[config.mk]
export PLATFORM = sky130hd
export DESIGN_NAME = seven_segment_scan
export DESIGN_NICKNAME = d
export VERILOG_FILES = /design/src/rtl/seg_pkg.sv /design/src/rtl/seg_hex_decode.sv /design/src/rtl/seven_segment_scan.sv
export SDC_FILE = /design/constraint.sdc
export NUM_CORES = 1
export LEC_CHECK = 0
export CORE_ASPECT_RATIO = 1.1
export CORE_MARGIN = 5
export CORE_UTILIZATION = 40
export CTS_BUF_LIST = sky130_fd_sc_hd__clkbuf_16
export DETAILED_ROUTE_END_ITERATION = 16
export PLACE_DENSITY = 0.64
export SLEW_MARGIN = 30
export SYNTH_ARGS = -nofsm -noshare
export SYNTH_HDL_FRONTEND = slang
export SYNTH_SLANG_ARGS = --single-unit
[constraint.sdc]
create_clock -name clk -period 2.6 [get_ports clk]
set_input_delay 0.39 -clock clk [delete_from_list [all_inputs] [get_ports clk]]
set_output_delay 0.39 -clock clk [all_outputs]
set_load 0.1 [all_outputs]
[src/rtl/seg_pkg.sv]
`default_nettype none
// ============================================================================
// Module      : seg_pkg
// Description : Shared types and constants for the seven-segment scan driver:
//               segment word type, blank pattern and the hex glyph table.
// Revision    : 1.0 - initial release
// ============================================================================
package seg_pkg;

  // Active-low segment word: bit0=a .. bit6=g, bit7=dp
  typedef logic [7:0] seg_t;

  // Every segment and the decimal point dark
  localparam seg_t SEG_BLANK = 8'hFF;

  // g..a all dark, used for suppressed leading zeros
  localparam logic [6:0] SEG_OFF = 7'h7F;

  // Active-low g..a glyphs for hex digits 0..F (b and d lower case)
  localparam logic [6:0] HEX_PAT [16] = '{
    7'h40, 7'h79, 7'h24, 7'h30, 7'h19, 7'h12, 7'h02, 7'h78,
    7'h00, 7'h10, 7'h08, 7'h03, 7'h46, 7'h21, 7'h06, 7'h0E
  };

endpackage : seg_pkg
`default_nettype wire

[src/rtl/seg_hex_decode.sv]
`default_nettype none
// ============================================================================
// Module      : seg_hex_decode
// Description : Combinational nibble + decimal point to active-low segment
//               pattern; blank_i darkens g..a but leaves the dp under control.
// Revision    : 1.0 - initial release
// ============================================================================
module seg_hex_decode
  import seg_pkg::*;
(
  input  logic [3:0] nib_i,
  input  logic       dp_i,
  input  logic       blank_i,
  output logic [7:0] seg_o
);

  // Glyph lookup with optional blanking; dp is inverted for the common anode
  always_comb begin
    seg_o      = SEG_BLANK;
    seg_o[6:0] = blank_i ? SEG_OFF : HEX_PAT[nib_i];
    seg_o[7]   = ~dp_i;
  end

endmodule : seg_hex_decode
`default_nettype wire

[src/rtl/seven_segment_scan.sv]
`default_nettype none
// ============================================================================
// Module      : seven_segment_scan
// Description : Multiplexed N-digit common-anode seven-segment driver with a
//               double-buffered frame, full hex decode, per-digit dp,
//               leading-zero suppression and anode dead-time.
// Revision    : 1.0 - initial release
// ============================================================================
module seven_segment_scan
  import seg_pkg::*;
#(
  parameter int DIGITS       = 4,
  parameter int REFRESH_DIV  = 50000,
  parameter int BLANK_CYCLES = 500
) (
  input  logic                  clk,
  input  logic                  rst_n,
  input  logic [4*DIGITS-1:0]   value,
  input  logic [DIGITS-1:0]     dp_in,
  input  logic                  lz_en,
  input  logic                  load,
  output logic [7:0]            seg,
  output logic [DIGITS-1:0]     an,
  output logic                  frame_done
);

  localparam int CNT_W = $clog2(REFRESH_DIV);
  localparam int IDX_W = (DIGITS > 1) ? $clog2(DIGITS) : 1;

  localparam logic [CNT_W-1:0] CNT_LAST  = CNT_W'(REFRESH_DIV - 1);
  localparam logic [CNT_W-1:0] BLANK_LIM = CNT_W'(BLANK_CYCLES);
  localparam logic [IDX_W-1:0] IDX_LAST  = IDX_W'(DIGITS - 1);

  // Scan position
  logic [CNT_W-1:0]    cnt_q, cnt_d;
  logic [IDX_W-1:0]    idx_q, idx_d;

  // Pending (written by load) and shadow (displayed) frame buffers
  logic                pend_q, pend_d;
  logic [4*DIGITS-1:0] pval_q, pval_d;
  logic [DIGITS-1:0]   pdp_q,  pdp_d;
  logic                plz_q,  plz_d;
  logic [4*DIGITS-1:0] sval_q, sval_d;
  logic [DIGITS-1:0]   sdp_q,  sdp_d;
  logic                slz_q,  slz_d;

  // Registered pin drivers
  logic [7:0]          seg_q;
  logic [DIGITS-1:0]   an_q, an_d;
  logic                fd_q;

  logic                cnt_tc;
  logic                boundary;
  logic [3:0]          nib_w [DIGITS];
  logic [DIGITS-1:0]   blank_w;
  logic [7:0]          seg_d;

  // Slot prescaler and digit index; a frame ends on the last slot's wrap
  always_comb begin
    cnt_tc   = (cnt_q == CNT_LAST);
    boundary = cnt_tc && (idx_q == IDX_LAST);
    cnt_d    = cnt_tc ? '0 : cnt_q + 1'b1;
    idx_d    = idx_q;
    if (cnt_tc) begin
      idx_d = (idx_q == IDX_LAST) ? '0 : idx_q + 1'b1;
    end
  end

  // Double buffer: loads park in pending, move to shadow at a frame boundary;
  // a load landing exactly on the boundary goes straight to the shadow
  always_comb begin
    pend_d = pend_q;
    pval_d = pval_q;
    pdp_d  = pdp_q;
    plz_d  = plz_q;
    sval_d = sval_q;
    sdp_d  = sdp_q;
    slz_d  = slz_q;
    if (load && boundary) begin
      sval_d = value;
      sdp_d  = dp_in;
      slz_d  = lz_en;
      pend_d = 1'b0;
    end else begin
      if (boundary && pend_q) begin
        sval_d = pval_q;
        sdp_d  = pdp_q;
        slz_d  = plz_q;
        pend_d = 1'b0;
      end
      if (load) begin
        pval_d = value;
        pdp_d  = dp_in;
        plz_d  = lz_en;
        pend_d = 1'b1;
      end
    end
  end

  // Split the shadow into nibbles and work out which digits are leading zeros
  generate
    for (genvar k = 0; k < DIGITS; k++) begin : g_digit
      assign nib_w[k] = sval_q[4*k +: 4];
      if (k == 0) begin : g_lsd
        assign blank_w[k] = 1'b0;
      end else begin : g_upper
        assign blank_w[k] = slz_q & ~|sval_q[4*DIGITS-1:4*k];
      end
    end
  endgenerate

  seg_hex_decode u_decode (
    .nib_i   (nib_w[idx_q]),
    .dp_i    (sdp_q[idx_q]),
    .blank_i (blank_w[idx_q]),
    .seg_o   (seg_d)
  );

  // Anodes stay dark for the first BLANK_CYCLES of each slot to avoid ghosting
  always_comb begin
    an_d = '1;
    if (cnt_q >= BLANK_LIM) begin
      an_d[idx_q] = 1'b0;
    end
  end

  // State and output registers with synchronous active-low reset
  always_ff @(posedge clk) begin
    if (!rst_n) begin
      cnt_q  <= '0;
      idx_q  <= '0;
      pend_q <= 1'b0;
      pval_q <= '0;
      pdp_q  <= '0;
      plz_q  <= 1'b0;
      sval_q <= '0;
      sdp_q  <= '0;
      slz_q  <= 1'b0;
      seg_q  <= SEG_BLANK;
      an_q   <= '1;
      fd_q   <= 1'b0;
    end else begin
      cnt_q  <= cnt_d;
      idx_q  <= idx_d;
      pend_q <= pend_d;
      pval_q <= pval_d;
      pdp_q  <= pdp_d;
      plz_q  <= plz_d;
      sval_q <= sval_d;
      sdp_q  <= sdp_d;
      slz_q  <= slz_d;
      seg_q  <= seg_d;
      an_q   <= an_d;
      fd_q   <= boundary;
    end
  end

  assign seg        = seg_q;
  assign an         = an_q;
  assign frame_done = fd_q;

endmodule : seven_segment_scan
`default_nettype wire

# --- Word level (Yosys, flattened, before mapping) ---
# Memories as Yosys holds them, arrays and structs flattened. A register that Yosys moved wholly into a read port is not among the register bits.
# Index checks and enable logic that the tools add are counted.
word_totals:
  register_bits: 67
  rom_bits: 112
  output_inout_bits: 13
  mem_count: 1
  wordCells: 65
  input_bits: 24
classes:
  n_reduce_logical: 17
  add_sub_neg: 2
  n_bitwise: 9
  n_eq_ne: 2
  n_lt_le_gt_ge: 4
  n_mux: 18
memory_table:
  columns: ["name", "depth", "word_bits", "rd", "rd_clocked_by_memory_dff", "wr", "line", "rtl"]
  rows:
  - ["(no name shown)", 16, 7, 1, 1, 0, "seg_hex_decode.sv:20", "seg_o[6:0] = blank_i ? SEG_OFF : HEX_PAT[nib_i];"]
ops:
  columns: ["op", "count"]
  rows:
  - ["$mux 16", 2]
  - ["$add 16x1->16 const B", 1]
  - ["$eq 16x16->1 const B", 1]
  - ["$ge 16x9->1 const B", 1]
  - ["$mux 4", 4]
  - ["$reduce_or 12->1", 1]
  - ["$bmux 4 s2", 1]
  - ["$reduce_or 8->1", 1]
  - ["$mux 1", 7]
  - ["$reduce_or 2->1", 3]
  - ["$not 4->5", 1]
  - ["$bmux 1 s2", 2]
  - ["$logic_and 1x1->1", 4]
  - ["$not 4->4", 1]
  - ["$reduce_and 2->1", 2]
  - ["$reduce_bool 2->1", 2]
  - ["$reduce_or 4->1", 1]
  - ["$and 1x1->1", 3]
  - ["$ge 3x3->1 const B", 1]
  - ["$logic_not 1->1", 3]
  - ["$lt 2x3->1 const B", 1]
  - ["$not 1->1", 3]
  - ["$not 2->3", 1]
  - ["$add 2x1->2 const B", 1]
  - ["other kinds (4)", 4]

# --- Longest topological paths before layout ---
# Gate-level depths: netlist (run 1).
depth:
  word_depth: 6
  ltp_mapped: 7
  ltp_nobuf: 6

# --- Modules after synthesis ---
# A second synthesis (run 1) with hierarchy kept.
hier_totals:
  cells_unflattened: 368
  area_unflattened_um2: 3379.5
modules_own_cells:
  columns: ["mod", "seq_area_each_um2", "area_per_inst_um2", "cells_per_inst", "instances"]
  rows:
  - ["seven_segment_scan", 1481.4, 3076.7, 332, 1]
  - ["seg_hex_decode", 0.0, 302.8, 36, 1]

# --- Worst setup path before layout (run 1) ---
# Ideal clock, no wire load.
synth_path:
  path_kind: "register to register"
  from: "reg idx_q[0]"
  to: "reg seg_q[3], in the netlist seg[3]"
  setup_slack_ps: 453
  arrival_time_ps: 2015
  required_time_ps: 2469
  setup_time_ps: 131
  synth_period_minus_slack_ps: 2147
  stages_incl_launch_ff: 8
  path_buffers: 1
  path_cell_list: "dfxtp_1 > buf_2 > mux4_2 > inv_1 > ha_1 > inv_1 > mux4_2 > nand2b_1"
synth_between:
  elab_chain_len: 5
  word_cells_on_any_way: 8
  cone_classes: "mux (5); bitwise (2); reduce/logical (1)"
synth_rtl:
  columns: ["item", "line", "rtl"]
  rows:
  - ["start: declaration", "seven_segment_scan.sv:36", "logic [IDX_W-1:0] idx_q, idx_d;"]
  - ["start signal: assignment", "seven_segment_scan.sv:144", "idx_q <= idx_d;"]
  - ["$not 2->3 (not written as such)", "seven_segment_scan.sv:113", ".nib_i (nib_w[idx_q]),"]
  - ["$bmux 4 s2", "seven_segment_scan.sv:113", null]
  - ["$mux 4 (not written as such) (2 in a row)", "seven_segment_scan.sv:113", null]
  - ["$not 4->5 (not written as such)", "seg_hex_decode.sv:20", null]
  - ["end: declaration", "seven_segment_scan.sv:48", "logic [7:0] seg_q;"]
# Parallel ways exist; a longest one is shown, timed or not. The select of a mux whose other input is x is not followed.
# A chain may end at the register's enable or synchronous reset.

# --- Final worst setup path (run 1) ---
layout_path:
  from: "reg cnt_q[11]"
  to: "reg cnt_q[14]"
layout_between:
  elab_chain_len: 2
  word_cells_on_any_way: 3
  cone_classes: "add/sub (1); eq/ne (1); reduce/logical (1)"
layout_rtl:
  columns: ["item", "line", "rtl"]
  rows:
  - ["start: declaration", "seven_segment_scan.sv:35", "logic [CNT_W-1:0] cnt_q, cnt_d;"]
  - ["start signal: assignment", "seven_segment_scan.sv:143", "cnt_q <= cnt_d;"]
  - ["parallel branches: the longest is 2 deep, another holds $add 16x1->16", null, null]
# Several ways; the timed one is not identified.

==> results of run 1 <==
kinds of logic (layout without fill, tap and decap cells):
family          count (synthesis)  count (layout)  synth area share (%)
simple gates                  154             154                  20.3
flops                          74              74                  44.6
compound gates                 60              60                  11.6
buf+inv                        33              69                  4.03
mux                            30              30                  11.3
xor+xnor                       14              14                  3.69
fa+ha+maj                      12              12                  4.52
cell type report:
| type | count | share of cell area [%] |
|---|---|---|
| multi-input cells | 270 | 41.9 |
| clock buffers | 9 | 5.51 |
| flip-flops and latches | 74 | 36.3 |
| inverters | 11 | 1.01 |
| well taps | 108 | 3.31 |
| clock inverters | 7 | 2.91 |
| repair buffers | 42 | 9.12 |
state kept, by name, summed over array words and instances, names as in the netlist, 2 cells and up:
signal / cells
an: 4
cnt_q: 16
idx_q: 2
pdp_q: 4
pval_q: 16
sdp_q: 4
seg: 8
sval_q: 16
where the power goes:
part | internal, mW | switching, mW
Clock | 0.936 | 0.466
Combinational | 0.0765 | 0.111
Sequential | 1.16 | 0.0222
Total | 2.18 | 0.599
worst max-delay path, cell delays in order (launching register included):
cell and delay, ns:
dfxtp_1 0.36, or4_4 0.56, nor4_4 0.41, nand2b_1 0.55, nor2_1 0.12
cell usage in the layout, fill, tap and decap left out, types with 7 or more instances in the layout:
master | synthesis | layout
buf_4 | 0 | 19
xnor2_1 | 7 | 7
xor2_1 | 7 | 7
clkbuf_16 | 0 | 9
ha_1 | 12 | 12
clkdlybuf4s50_1 | 0 | 23
nand3_1 | 10 | 10
nand2_1 | 51 | 51
inv_1 | 10 | 11
a22oi_1 | 21 | 21
o21ai_0 | 25 | 25
mux2i_1 | 24 | 24
nor2_1 | 69 | 69
dfxtp_1 | 74 | 74
worst max path at each step:
stage	from	endpoint	slack, ns	cells past startpoint
CTS	cnt_q[0]	cnt_q[14]	0.45	5
finish	cnt_q[11]	cnt_q[14]	0.46	4
detailed placement	cnt_q[0]	cnt_q[3]	0.49	5
global route	cnt_q[0]	sdp_q[1]	0.30	7
floorplan	idx_q[0]	seg[3]	0.45	7
global placement	cnt_q[0]	cnt_q[3]	0.51	5
through the flow:
step | power, mW | area [um^2] | hold WS, ns | std cells
6_report | 2.78 | 4090 | 0.478 | 521
3_5_place_dp | 1.40 | 3740 | 0.465 | 505
3_3_place_gp | 1.40 | 3740 | 0.456 | 505
2_1_floorplan | 1.33 | 3320 | 0.441 | 377
5_1_grt | 2.90 | 4090 | 0.500 | 521
4_1_cts | 2.81 | 4090 | 0.479 | 521
metal layers:
metal  vias to the layer above  part of all wire, %
li1                       1361                    -
met1                      1200                   50
met2                        56                   45
met3                         7                  4.2
met4                         0                  1.2
met5                         -                    0
==> results.ini, run 1 <==
[timing]
period_minus_slack_ns=2.14
slew_headroom_pct=47.3
skew_ns=0.0107
slew_viol_final=0
final-hold-violation-count=0
setup_slack_ns=0.459
max_freq_mhz=467
fin_crit_sh_pct=82.3
worstMarginPinSlew_ns=0.789
setup_viol=0
setup_tns_ns=0
rsz0062_at_grt=false

[yosys]
synth_seq_cells=74
syn_area_per_cell_um2=8.81
syn_inst=377
synth_cell_types=34
netlist_area_um2=3320
synthTopCellsByCount=dfxtp_1, nor2_1, nand2_1
synthArstFlopShare_pct=0
ys.flop_type=dfxtp_1
synthesis.nets=413
netlist.top_cell.by_area=dfxtp_1
ys_warn_count=0
yosysMostFrequentCell=dfxtp_1
synthTopCellsByArea=dfxtp_1, nor2_1, mux2i_1, nand2_1, a22oi_1
ys_seq_area_share_pct=44.6
synth_top_area_share_pct=44.6
synth_edf_count=0

[global_routing]
grt_max_degree=46
grt_overflow_total=0
grt_pass1_wl_um=12200
first_global_vias=2545
use_met3_pct=4.10
busiest_layer=met2
grt_util_all_layers_pct=14.4
met2_usage_pct=21.4
antenna_found_initial=0
use_met1_pct=19.5

[floorplanning]
die_w_um=96.9
io_pins=37
die-area_um2=10200
fp.coreArea_um2=8000
start_util_pct=41.6
rows=34
chipHeight_um=106

[critical_path]
worst_r2r_endpoint=cnt_q[14]
regToRegStartpoint=cnt_q[11]
crit_fanout=15
cp.required_ns=2.79
crit_type=flop to flop
cp-start-kind=flop
cp.arrival_ns=2.33
r2r_slack_ns=0.46
crit_path_end_kind=flop
worstRegToRegCells=4

[detailed_routing]
wl_um=6900
vias=2624
drc=0
drt_iter0_markers=95
detail_route.wl_per_cell_um=13.2
ant_nets=0
via_per_inst=5.04
dr.pass1.iters=4

[worst_hold_path]
hold_path.class=flop to flop
hp-start=cnt_q[0]
hold_path_depth=1
holdPathEnd=cnt_q[0]

[outcome]
status=finished, final reports clean

[clock_network]
hold_buffers=0
cts-buffers-inserted=9
cts_root_buf=clkbuf_16
cts_tree=done
clkSinkCount=74
cts_resized=0
cts_buffer_depth=2
clk_pin_slew_worst_paths_ns=0.06
ctsHtreeMaxLevel=3
postCtsSetupBuffers=0
clk_latency_ns=0.33

[finish]
nFillCells=762
n_antenna_cell=0
area_growth_pct=23.0
utilization_pct=51.1
layout.nets=444
final-seq-area_um2=1480
multi_input_area_um2=1710
drive_gt1_share_pct=10.9

[pwr]
vdd_drop_max_uv=408
p_leak_nw=1.56
power_density_nw_per_um2=679

[placed_design]
port-buffer-count=36
preCtsSetupSlack_ns=0.489
gp_congestion=0.795
dp_hpwl_um=4680

[run]
drv_cap=0

Power figures use the tool's default switching activity.
==> run 2: changes to the inputs <==
Clock period 2.6 ns to 1.99 ns, I/O delays scaled along.
==> run 2 against run 1 <==
Combinational power increased by 52%. Highest routed layer unchanged. Register-to-register slack lost 0.38 ns. Sequential power is 29% higher. Power grew 21%. Die area did not move. Cell count up 4.6%. Non-clock buffer count up 24. First-iteration DRC count up 54%. Clock skew decreased by 0.0059 ns. Wire length up 7.9%.
==> results.ini, run 2 (synthesis results as in run 1) <==
[critical_path]
r2r_slack_ns=0.08  ; -0.38 ns
crit_fanout=11  ; -4
worstRegToRegCells=7  ; +3
worst_r2r_endpoint=pval_q[5]
crit_path_end_kind=flop
cp.required_ns=2.19  ; -0.60 ns
crit_type=flop to flop
cp.arrival_ns=2.11  ; -0.22 ns
regToRegStartpoint=cnt_q[10]
cp-start-kind=flop

[floorplanning]
fp.coreArea_um2=8000  ; unchanged
die-area_um2=10200  ; unchanged
die_w_um=96.9  ; unchanged
chipHeight_um=106  ; unchanged
io_pins=37  ; unchanged
start_util_pct=41.6  ; unchanged
rows=34  ; unchanged

[timing]
final-hold-violation-count=0  ; unchanged
worstMarginPinSlew_ns=0.367  ; -0.422 ns
setup_viol=0  ; unchanged
fin_crit_sh_pct=96.0  ; +14 points
skew_ns=0.00479  ; -0.00588 ns
slew_headroom_pct=75.5  ; +28 points
rsz0062_at_grt=true
max_freq_mhz=523  ; +12%
period_minus_slack_ns=1.91  ; -0.230 ns
slew_viol_final=0  ; unchanged

[finish]
n_antenna_cell=0  ; unchanged
drive_gt1_share_pct=17.6  ; +6.7 points
layout_commonest_cell=dfxtp_1
layout_common_cells=dfxtp_1, nor2_1, nand2_1
reg_top3=cnt_q (16), pval_q (16), sval_q (16)
layout.nets=468  ; +5.4%
area_growth_pct=30.3
utilization_pct=54.1  ; +3.0 points

[worst_hold_path]
holdPathEnd=pval_q[15]
hp-start=pval_q[15]
hold_path.class=flop to flop
hold_path_depth=2  ; +1

[detailed_routing]
wl_um=7440  ; +7.9%
via_per_inst=5.04  ; about the same
drt_iter0_markers=146  ; +54%
detail_route.wl_per_cell_um=13.7  ; +3.1%
drc=0  ; unchanged
dr.pass1.iters=4  ; unchanged
ant_nets=0  ; unchanged
vias=2747  ; +4.7%

[global_routing]
grt_util_all_layers_pct=13.9  ; -0.53 points
first_global_vias=2547  ; +0.079%
grt_max_degree=37  ; -20%
grt_overflow_total=0  ; unchanged
antenna_found_initial=0  ; unchanged
grt_pass1_wl_um=11900  ; -2.8%

[pwr]
p_leak_nw=1.69  ; +8.5%
finalPower_mw=3.36  ; +21%
power_density_nw_per_um2=777  ; +14%
vdd_drop_max_uv=596  ; +46%

[clock_network]
clkSinkCount=74  ; unchanged
ctsHtreeMaxLevel=3  ; unchanged
hold_buffers=0  ; unchanged
clk_latency_ns=0.33  ; about the same
cts_root_buf=clkbuf_16
clk_pin_slew_worst_paths_ns=0.05  ; about the same
cts-buffers-inserted=9  ; unchanged
cts_tree=done
cts_buffer_depth=2  ; unchanged

[placed_design]
dp_hpwl_um=5000  ; +7.0%
gp_congestion=0.803  ; +1.0%
port-buffer-count=36  ; unchanged

[run]
drv_cap=0  ; unchanged

[outcome]
status=finished, final reports clean

[run 2: cell types whose count changed in the layout (fill, tap and decap cells not counted), sizes merged]
cell / before / now
buf: 19 / 41
bufinv: 3 / 1
clkbuf: 9 / 11
clkinv: 2 / 5
inv: 12 / 11
[run 2: cell type report]
class	instances	area (um^2)
tap	108	135
sequential	74	1480
inverter	11	46.3
clock buffer	9	225
multi-input combinational	270	1750
timing repair buffer	66	633
fill	754	3670
clock inverter	7	60.1
[run 2: per-layer routing]
layer,GRT usage [%],part of all wire [%],vias up
met1,18.9,49,1264
met5,0,0,-
met4,5.12,1.0,0
li1,-,-,1408
met3,3.70,4.3,7
met2,21.3,46,68
[run 2: what timing repair did]
item / in CTS / in global routing
endpoints found under the setup margin: 0 / 42
endpoints found under the hold margin: 0 / 0
resized for setup: 0 / 8
setup buffers: 0 / 2
[run 2: how the worst max path moves through the flow]
stage                     slack (ns)  cells past startpoint  startpoint    endpoint
after floorplan               -0.006                      7    idx_q[0]      seg[3]
after global placement          0.12                      6    idx_q[0]      seg[3]
after detailed placement        0.06                      6    idx_q[0]      seg[3]
after CTS                       0.05                      6    idx_q[0]      seg[3]
after global routing           -0.04                      7   cnt_q[10]  pval_q[10]
final                           0.08                      7   cnt_q[10]   pval_q[5]
[run 2: report_power, final]
group          internal (mW)  leakage [nW]  switching, mW  total [mW]
Combinational          0.124         0.948          0.161       0.285
Clock                  0.954         0.140          0.583        1.54
Sequential              1.52         0.604         0.0204        1.54
Total                   2.60          1.69          0.764        3.36
[run 2: stage by stage]
step | instances | hold WS (ns) | setup WS, ns | TNS [ns] | area (um^2)
after floorplan | 377 | 0.360 | -0.00592 | -0.00592 | 3350
after global placement | 524 | 0.472 | 0.120 | 0 | 3940
after detailed placement | 524 | 0.481 | 0.0578 | 0 | 3940
after CTS | 540 | 0.497 | 0.0519 | 0 | 4220
after global routing | 545 | 0.523 | -0.0359 | -0.285 | 4330
final | 545 | 0.494 | 0.0796 | 0 | 4330
[run 2: worst max-delay path, cell delays in order (launching register included)]
cell      delay (ns)
dfxtp_1         0.31
or4_4           0.56
nor4_4          0.25
buf_4           0.20
a21boi_4        0.09
buf_12          0.18
mux2i_1         0.15
nor2_1          0.05
